[config.mk]
export PLATFORM = sky130hd
export DESIGN_NAME = fpu_operand_skid_flat
export DESIGN_NICKNAME = d
export VERILOG_FILES = /design/src/rtl/fpu_operand_skid_if.sv /design/src/rtl/fpu_operand_skid.sv /design/src/flat_wrapper.sv
export SDC_FILE = /design/constraint.sdc
export NUM_CORES = 1
export LEC_CHECK = 0
export CAP_MARGIN = 20
export CORE_UTILIZATION = 50
export DETAILED_ROUTE_END_ITERATION = 12
export PLACE_DENSITY_LB_ADDON = 0.3
export SYNTH_ARGS = -nofsm -noshare
export SYNTH_HDL_FRONTEND = slang
export SYNTH_SLANG_ARGS = --single-unit
[constraint.sdc]
create_clock -name CK -period 3.7 [get_ports CK]
set_input_delay 0.925 -clock CK [delete_from_list [all_inputs] [get_ports CK]]
set_output_delay 0.925 -clock CK [all_outputs]
set_load 0.01 [all_outputs]
[src/rtl/fpu_operand_skid_if.sv]
// Operand handshake bundle between the issue stage, the skid buffer and the first FPU register stage.
interface fpu_operand_skid_if #(
  parameter int unsigned WIDTH = 32,
  parameter int unsigned OPW   = 3,
  parameter int unsigned TAGW  = 4
);
  logic             flush;
  logic             in_valid;
  logic             in_ready;
  logic [WIDTH-1:0] in_a;
  logic [WIDTH-1:0] in_b;
  logic [OPW-1:0]   in_op;
  logic             out_valid;
  logic             out_ready;
  logic [WIDTH-1:0] out_a;
  logic [WIDTH-1:0] out_b;
  logic [OPW-1:0]   out_op;
  logic [TAGW-1:0]  out_tag;
  logic [1:0]       occupancy;

  modport slave (
    input  flush, in_valid, in_a, in_b, in_op, out_ready,
    output in_ready, out_valid, out_a, out_b, out_op, out_tag, occupancy
  );

  modport master (
    output flush, in_valid, in_a, in_b, in_op, out_ready,
    input  in_ready, out_valid, out_a, out_b, out_op, out_tag, occupancy
  );
endinterface

[src/rtl/fpu_operand_skid.sv]
// Two-entry skid buffer ahead of the FPU pipeline; tags each accepted operand pair
// and keeps in_ready registered so out_ready never reaches it combinationally.
module fpu_operand_skid #(
  parameter int unsigned WIDTH = 32,
  parameter int unsigned OPW   = 3,
  parameter int unsigned TAGW  = 4
) (
  input logic               CK,
  input logic               RST,
  fpu_operand_skid_if.slave bus
);

  typedef enum logic [1:0] {EMPTY, ONE, FULL} state_t;

  typedef struct packed {
    logic [WIDTH-1:0] a;
    logic [WIDTH-1:0] b;
    logic [OPW-1:0]   op;
    logic [TAGW-1:0]  tag;
  } entry_t;

  state_t          state;
  entry_t          main_q;
  entry_t          skid_q;
  entry_t          in_entry;
  logic [TAGW-1:0] tag_cnt;
  logic            out_valid_q;
  logic            in_ready_q;
  logic [1:0]      occ_q;
  logic            acc;
  logic            rel;

  assign acc = bus.in_valid & in_ready_q;
  assign rel = out_valid_q & bus.out_ready;

  // Incoming entry carries the tag value before this acceptance bumps the counter
  assign in_entry = '{a: bus.in_a, b: bus.in_b, op: bus.in_op, tag: tag_cnt};

  assign bus.in_ready  = in_ready_q;
  assign bus.out_valid = out_valid_q;
  assign bus.out_a     = main_q.a;
  assign bus.out_b     = main_q.b;
  assign bus.out_op    = main_q.op;
  assign bus.out_tag   = main_q.tag;
  assign bus.occupancy = occ_q;

  // State, flag and data registers; flags are written alongside every state change
  always_ff @(posedge CK) begin
    if (RST) begin
      state       <= EMPTY;
      main_q      <= '0;
      skid_q      <= '0;
      tag_cnt     <= '0;
      out_valid_q <= 1'b0;
      in_ready_q  <= 1'b1;
      occ_q       <= 2'd0;
    end else begin
      if (acc && !bus.flush) begin
        tag_cnt <= tag_cnt + TAGW'(1);
      end

      if (bus.flush) begin
        state       <= EMPTY;
        out_valid_q <= 1'b0;
        in_ready_q  <= 1'b1;
        occ_q       <= 2'd0;
      end else begin
        case (state)
          EMPTY: begin
            if (acc) begin
              state       <= ONE;
              main_q      <= in_entry;
              out_valid_q <= 1'b1;
              occ_q       <= 2'd1;
            end
          end
          ONE: begin
            if (acc && !rel) begin
              state      <= FULL;
              skid_q     <= in_entry;
              in_ready_q <= 1'b0;
              occ_q      <= 2'd2;
            end else if (acc && rel) begin
              main_q <= in_entry;
            end else if (rel) begin
              state       <= EMPTY;
              out_valid_q <= 1'b0;
              occ_q       <= 2'd0;
            end
          end
          FULL: begin
            if (rel) begin
              state      <= ONE;
              main_q     <= skid_q;
              in_ready_q <= 1'b1;
              occ_q      <= 2'd1;
            end
          end
          default: begin
            state       <= EMPTY;
            out_valid_q <= 1'b0;
            in_ready_q  <= 1'b1;
            occ_q       <= 2'd0;
          end
        endcase
      end
    end
  end

endmodule

[src/flat_wrapper.sv]
// flat-port wrapper written by rule: the top's interface ports become plain ports
module fpu_operand_skid_flat 
#(
  parameter int unsigned WIDTH = 32,
  parameter int unsigned OPW   = 3,
  parameter int unsigned TAGW  = 4
)
  (CK, RST, bus_flush, bus_in_valid, bus_in_a, bus_in_b, bus_in_op, bus_out_ready, bus_in_ready, bus_out_valid, bus_out_a, bus_out_b, bus_out_op, bus_out_tag, bus_occupancy);
  fpu_operand_skid_if #(.WIDTH(WIDTH), .OPW(OPW), .TAGW(TAGW)) bus_i ();
  input logic CK;
  input logic RST;
  input wire logic [$bits(bus_i.flush)-1:0] bus_flush;
  input wire logic [$bits(bus_i.in_valid)-1:0] bus_in_valid;
  input wire logic [$bits(bus_i.in_a)-1:0] bus_in_a;
  input wire logic [$bits(bus_i.in_b)-1:0] bus_in_b;
  input wire logic [$bits(bus_i.in_op)-1:0] bus_in_op;
  input wire logic [$bits(bus_i.out_ready)-1:0] bus_out_ready;
  output wire logic [$bits(bus_i.in_ready)-1:0] bus_in_ready;
  output wire logic [$bits(bus_i.out_valid)-1:0] bus_out_valid;
  output wire logic [$bits(bus_i.out_a)-1:0] bus_out_a;
  output wire logic [$bits(bus_i.out_b)-1:0] bus_out_b;
  output wire logic [$bits(bus_i.out_op)-1:0] bus_out_op;
  output wire logic [$bits(bus_i.out_tag)-1:0] bus_out_tag;
  output wire logic [$bits(bus_i.occupancy)-1:0] bus_occupancy;
  assign bus_i.flush = bus_flush;
  assign bus_i.in_valid = bus_in_valid;
  assign bus_i.in_a = bus_in_a;
  assign bus_i.in_b = bus_in_b;
  assign bus_i.in_op = bus_in_op;
  assign bus_i.out_ready = bus_out_ready;
  assign bus_in_ready = bus_i.in_ready;
  assign bus_out_valid = bus_i.out_valid;
  assign bus_out_a = bus_i.out_a;
  assign bus_out_b = bus_i.out_b;
  assign bus_out_op = bus_i.out_op;
  assign bus_out_tag = bus_i.out_tag;
  assign bus_occupancy = bus_i.occupancy;
  fpu_operand_skid #(.WIDTH(WIDTH), .OPW(OPW), .TAGW(TAGW)) u_core (.CK(CK), .RST(RST), .bus(bus_i));
endmodule
==> results.py, run 1 <==
metrics = {
    "status": {
        "status": "completed",
    },
    "cells_and_area": {
        "drive_above_1_share_pct": 7.125,
        "final_common_cell": "dfxtp_1",
        "syn_to_final_growth_pct": 36.31,
        "nNetsFinal": 874,
        "post-route-util_pct": 71.44,
        "fin_area_sq_mm": 0.007914,
        "final_cell_mix": "dfxtp_1 (150), nand2_1 (148), a21oi_1 (146)",
        "fill_cells": 853,
        "diodes": 0,
    },
    "power": {
        "power.share.clock_pct": 42.8,
        "p_sw_w": 0.0009716,
        "switching_share_pct": 25.19,
        "total_power_w": 0.003857,
        "combPwrFrac_pct": 12.3,
        "intPower_w": 0.002885,
        "power_frac_seq_pct": 44.9,
        "p_leak_nw": 2.681,
        "power_density_mw_per_mm2": 487.3,
        "vdd_drop_max_mv": 0.2592,
    },
    "grt": {
        "gr-usage-all-layers_pct": 26.93,
        "grt_max_degree": 79,
        "antenna_found_initial": 0,
        "first_global_vias": 5400,
        "overflow": 0,
        "grt_pass1_wl_microns": 25250,
    },
    "critical_path": {
        "crit_arrival_ns": 3.01,
        "criticalPathCategory": "primary input to flop",
        "critPathSlowestCell": "nand2_2",
        "cp_data_required_time_ns": 4.02,
        "worstPathCellList": "clkdlybuf4s50_1 -> and2_1 -> nand2_2 -> buf_12 -> o22ai_1 -> a211oi_1",
        "crit_path_max_incr_delay_ns": 0.62,
        "endpoint_kind": "flop",
        "setup.reg_to_reg.worst_slack_ns": 1.39,
        "reg2reg_to": "u_core.bus.out_b[19]$_SDFFE_PP0P_",
        "critical_path_depth": 6,
        "crit_buf_inv": 2,
        "cp-startpoint": "bus_out_ready",
        "critPathMaxFanout": 39,
        "timing.rr.start": "u_core.bus.occupancy[1]$_SDFFE_PP0P_",
        "critPathLaunchType": "primary input",
        "ff2ff_path_depth": 6,
        "cp_top_family": "simple AND/OR/NAND/NOR gates",
        "endpoint": "u_core.bus.out_b[22]$_SDFFE_PP0P_",
    },
    "timing": {
        "relSlewSlack_pct": 44.74,
        "finalHoldViolations": 0,
        "fin_setup_tns_ns": 0,
        "period_share_pct": 72.79,
        "rsz0062_at_grt": "false",
        "tightest_slew_ns": 0.8289,
        "max_freq_ghz": 0.3713,
        "holdWs_ns": 0.4552,
        "slew_violations": 0,
        "final-setup-viol-count": 0,
        "fin_crit_ns": 2.693,
        "skew_ns": 0.009138,
    },
    "synth": {
        "avgSynthCellArea_sq_um": 8.414,
        "synth.distinct_cells": 30,
        "netlist_area_sq_mm": 0.005806,
        "synth_cells": 690,
        "synth_seq_area_share_pct": 51.72,
        "ys_warn_count": 0,
        "syn_nets": 763,
        "ys_seq_elements": 150,
    },
    "place": {
        "placed_cell_area_sq_mm": 0.007342,
        "gp_congestion": 0.7739,
        "dp_hpwl_microns": 9800,
        "numPortBuffers": 146,
    },
    "cts": {
        "postCtsSetupBuffers": 0,
        "postCtsHoldBufs": 0,
        "ctsResizeCount": 0,
        "cts_sinks": 150,
        "cts_tree": "yes",
        "cts.path.max_buffers": 2,
        "htree_levels": 4,
        "path_clk_slew_ns": 0.06,
        "root_buffer": "clkbuf_16",
        "numCtsBuffers": 17,
        "clk_latency_ns": 0.42,
    },
    "drt": {
        "dr.pass1.iters": 5,
        "postRouteAntennaNets": 0,
        "vias": 5599,
        "drt_iter0_drc": 428,
        "finalWirelength_microns": 15770,
        "drc": 0,
        "routed_via_density": 5.869,
        "wl_per_cell_microns": 16.53,
    },
    "die": {
        "dieArea_sq_mm": 0.01205,
        "row_count": 38,
        "core_area_sq_mm": 0.01108,
        "start_util_pct": 52.41,
        "io_pins": 147,
        "fp.dieH_microns": 109.8,
        "die_x_microns": 109.8,
    },
    "worst_hold_path": {
        "hold_class": "flop to flop",
    },
    "flow_run": {
        "maxCapViolations": 0,
    },
}
==> cell families (layout without fill, tap and decap cells) <==
logic type / count (synthesis) / after routing / share of synthesized area, %
fa+ha+maj: 1 / 1 / 0.2155
xor+xnor: 3 / 3 / 0.4527
flops: 150 / 150 / 51.72
compound gates: 297 / 297 / 30.71
simple gates: 167 / 167 / 11.55
buf+inv: 72 / 196 / 5.345
==> tightest hold or removal path: cells and delay by family (launching register included) <==
family / cells / cell delay (ns)
DFF: 1 / 0.31
and+or+nand+nor: 1 / 0.05
AOI/OAI and AO/OA: 1 / 0.05
==> cells in the mapped netlist (all sizes together) <==
library cell	instances	area, sq um
and2	1	6.260
a31oi	1	6.260
nor2	4	15.01
a211o	1	8.760
and3b	1	8.760
a21boi	1	7.510
o22ai	71	444.2
nand4	1	6.260
nor4	1	6.260
a21o	1	7.510
nand3	4	20.02
clkbuf	42	157.7
nand2	150	563.0
or2	1	6.260
and3	1	6.260
o21a	2	15.01
nor2b	2	12.51
buf	29	148.9
a21oi	146	730.7
ha	1	12.51
dfxtp	150	3003
o21ai	2	10.01
nand3b	1	20.02
xnor2	1	8.760
xor2	2	17.52
a211oi	72	553.0
inv	1	3.750
==> per-stage QoR <==
stage	setup slack, ns	std cells
CTS	1.016	954
finish	1.007	954
global placement	0.6625	922
floorplan	1.654	690
detailed placement	0.6084	922
global route	0.9036	954
==> sequential cells by signal, indices dropped and copies added, names as in the netlist <==
name	flops
u_core.skid_q	71
u_core.bus.out_a	32
u_core.bus.out_b	32
u_core.bus.out_tag	4
u_core.tag_cnt	4
u_core.bus.out_op	3
u_core.bus.occupancy	2
u_core.bus.in_ready	1
u_core.bus.out_valid	1
==> power by group through the flow <==
| stage | Combinational, W | Sequential [W] | Clock (W) |
|---|---|---|---|
| after floorplan | 0.000189 | 0.00179 | 0 |
| after global placement | 0.000458 | 0.00176 | 0 |
| after detailed placement | 0.000470 | 0.00176 | 0 |
| after CTS | 0.000474 | 0.00173 | 0.00167 |
| after global routing | 0.000515 | 0.00174 | 0.00174 |
| final | 0.000475 | 0.00173 | 0.00165 |
==> cell type report <==
class	count	area, sq um	area share [%]
Clock inverter	15	146.4	1.850
Inverter	1	3.754	0.04743
Clock buffer	17	425.4	5.375
Sequential cell	150	3003	37.94
Timing Repair Buffer	163	1649	20.84
Multi-Input combinational cell	468	2511	31.73
Tap cell	140	175.2	2.213
==> worst min-delay path by stage <==
stage / start / to / slack (ns) / cells past startpoint
4_1_cts: u_core.skid_q[3]$_SDFFE_PP0P_ / u_core.skid_q[3]$_SDFFE_PP0P_ / 0.46 / 2
2_1_floorplan: u_core.skid_q[0]$_SDFFE_PP0P_ / u_core.skid_q[0]$_SDFFE_PP0P_ / 0.44 / 2
5_1_grt: u_core.skid_q[15]$_SDFFE_PP0P_ / u_core.skid_q[15]$_SDFFE_PP0P_ / 0.47 / 2
6_report: u_core.skid_q[33]$_SDFFE_PP0P_ / u_core.skid_q[33]$_SDFFE_PP0P_ / 0.46 / 2
3_3_place_gp: u_core.skid_q[29]$_SDFFE_PP0P_ / u_core.skid_q[29]$_SDFFE_PP0P_ / 0.44 / 2
3_5_place_dp: u_core.skid_q[3]$_SDFFE_PP0P_ / u_core.skid_q[3]$_SDFFE_PP0P_ / 0.45 / 2
==> per-layer routing <==
metal	vias up	global-route usage (%)	part of all wire (%)
met5	-	0	0
met3	33	5.631	6.6
met2	209	46.68	50
met1	2641	31.45	41
li1	2716	-	-
met4	0	13.43	2.6
Power figures use the tool's default switching activity.
==> run 2, diff against run 1 <==
--- a/config.mk
+++ b/config.mk
@@ -6,7 +6,7 @@
 export NUM_CORES = 1
 export LEC_CHECK = 0
 export CAP_MARGIN = 20
-export CORE_UTILIZATION = 50
+export CORE_UTILIZATION = 44
 export DETAILED_ROUTE_END_ITERATION = 12
 export PLACE_DENSITY_LB_ADDON = 0.3
 export SYNTH_ARGS = -nofsm -noshare
==> constraint.sdc (replaced) <==
create_clock -name CK -period 2.45 [get_ports CK]
set_input_delay 0.6125 -clock CK [delete_from_list [all_inputs] [get_ports CK]]
set_output_delay 0.6125 -clock CK [all_outputs]
set_load 0.01 [all_outputs]
==> run 2 against run 1 <==
  * Sequential power rose by 51%
  * Die area rose by 13%
  * Count of clock-buffer cells in the layout rose by 12
  * Combinational power rose by 51%
  * Utilization fell by 8.4 points
  * Critical endpoint is now bus_occupancy[0]
  * Largest cell class unchanged
  * Largest power group unchanged
==> results.py, run 2 (same netlist as run 1, synthesis figures left out) <==
metrics = {
    "timing": {
        "skew_ns": 0.007588,
        "fin_crit_ns": 2.174,
        "max_freq_ghz": 0.4599,
        "finalHoldViolations": 0,
        "tightest_slew_ns": 0.5869,
        "relSlewSlack_pct": 60.88,
        "final-setup-viol-count": 0,
        "period_share_pct": 88.74,
        "holdWs_ns": 0.4564,
        "slew_violations": 0,
        "rsz0062_at_grt": "false",
        "fin_setup_tns_ns": 0,
    },
    "grt": {
        "grt_max_degree": 97,
        "grt_pass1_wl_microns": 24960,
        "first_global_vias": 5168,
        "overflow": 0,
        "gr-usage-all-layers_pct": 23.47,
        "antenna_found_initial": 2,
    },
    "cts": {
        "postCtsSetupBuffers": 0,
        "postCtsHoldBufs": 0,
        "clk_latency_ns": 0.42,
        "ctsResizeCount": 0,
        "cts_sinks": 150,
        "htree_levels": 4,
        "path_clk_slew_ns": 0.06,
        "numCtsBuffers": 17,
        "cts.path.max_buffers": 2,
        "root_buffer": "clkbuf_16",
        "cts_tree": "yes",
    },
    "place": {
        "numPortBuffers": 146,
        "dp_hpwl_microns": 9858,
        "gp_congestion": 0.7710,
    },
    "die": {
        "core_area_sq_mm": 0.01272,
        "row_count": 41,
        "dieArea_sq_mm": 0.01366,
        "start_util_pct": 45.63,
        "io_pins": 147,
        "die_x_microns": 116.9,
        "fp.dieH_microns": 116.9,
    },
    "critical_path": {
        "worstPathCellList": "clkdlybuf4s50_1",
        "cp_top_family": "buffers and inverters",
        "critPathSlowestCell": "clkdlybuf4s50_1",
        "ff2ff_path_depth": 4,
        "crit_arrival_ns": 1.56,
        "cp_data_required_time_ns": 1.84,
        "endpoint_kind": "primary output",
        "criticalPathCategory": "flop to primary output",
        "crit_buf_inv": 1,
        "critical_path_depth": 1,
        "critPathLaunchType": "flop",
        "crit_path_max_incr_delay_ns": 0.61,
        "critPathMaxFanout": 8,
    },
    "power": {
        "power_density_mw_per_mm2": 718.6,
        "p_leak_nw": 2.721,
        "vdd_drop_max_mv": 0.4220,
    },
    "drt": {
        "postRouteAntennaNets": 0,
        "routed_via_density": 5.649,
        "finalWirelength_microns": 15720,
        "drt_iter0_drc": 369,
        "wl_per_cell_microns": 15.89,
        "dr.pass1.iters": 5,
        "vias": 5587,
        "drc": 0,
    },
    "cells_and_area": {
        "diodes": 0,
        "drive_above_1_share_pct": 6.487,
        "final_cell_mix": "dfxtp_1 (150), nand2_1 (148), a21oi_1 (146)",
        "syn_to_final_growth_pct": 38.10,
        "largest-register": "u_core.skid_q",
        "final_common_cell": "dfxtp_1",
        "nNetsFinal": 877,
        "largest_register_ffs": 71,
    },
    "worst_hold_path": {
        "hold_class": "flop to flop",
        "holdPathStages": 2,
    },
    "status": {
        "status": "completed",
    },
    "flow_run": {
        "maxCapViolations": 0,
    },
}
## run 2: layer usage
layer,routed length (microns),part of all wire [%],vias up,GRT usage [%]
met2,7309,47,177,37.71
li1,-,-,2735,-
met5,30,0.19,-,0
met3,1211,7.7,34,7.775
met1,6840,44,2637,28.98
met4,326,2.1,4,9.705
## run 2: path summary, 6_finish.rpt
path,startpoint,to,slack (ns)
worst max register to register,u_core.bus.occupancy[1]$_SDFFE_PP0P_,u_core.bus.out_a[13]$_SDFFE_PP0P_,0.56
worst max-delay path,u_core.bus.occupancy[0]$_SDFFE_PP0P_,bus_occupancy[0],0.28
worst min register to register,u_core.skid_q[27]$_SDFFE_PP0P_,u_core.skid_q[27]$_SDFFE_PP0P_,0.46
worst min-delay path,u_core.skid_q[27]$_SDFFE_PP0P_,u_core.skid_q[27]$_SDFFE_PP0P_,0.46
## run 2: through the flow
| stage | util, % | instances | worst slack [ns] | instance area [sq um] | power (W) |
|---|---|---|---|---|---|
| floorplan | - | 690 | 0.7169 | 5806 | 0.002982 |
| global placement | 58.69 | 957 | 0.07991 | 7467 | 0.003361 |
| detailed placement | 58.69 | 957 | 0.01820 | 7467 | 0.003380 |
| CTS | 63.02 | 989 | 0.2473 | 8018 | 0.005798 |
| global route | 63.02 | 989 | 0.2037 | 8018 | 0.005977 |
| finish | 63.02 | 989 | 0.2758 | 8018 | 0.005761 |
## run 2: area by class of cell
class,count,area [sq um]
fillers,1129,4705
flip-flops and latches,150,3003
multi-input cells,468,2511
repair buffers,166,1734
clock buffers,29,510.5
well taps,172,215.2
clock inverters,3,40.04
inverters,1,3.754
## run 2: power by group
part / switching [W] / total, W / internal (W)
logic: 0.000321 / 0.000715 / 0.000394
registers: 0.0000662 / 0.00262 / 0.00255
clock network: 0.000928 / 0.00243 / 0.00150
total: 0.00131 / 0.00576 / 0.00445
## run 2: tightest hold or removal path, cell delays in order (launching register included)
cell	delay, ns
dfxtp_1	0.31
nand2_1	0.05
a21oi_1	0.05
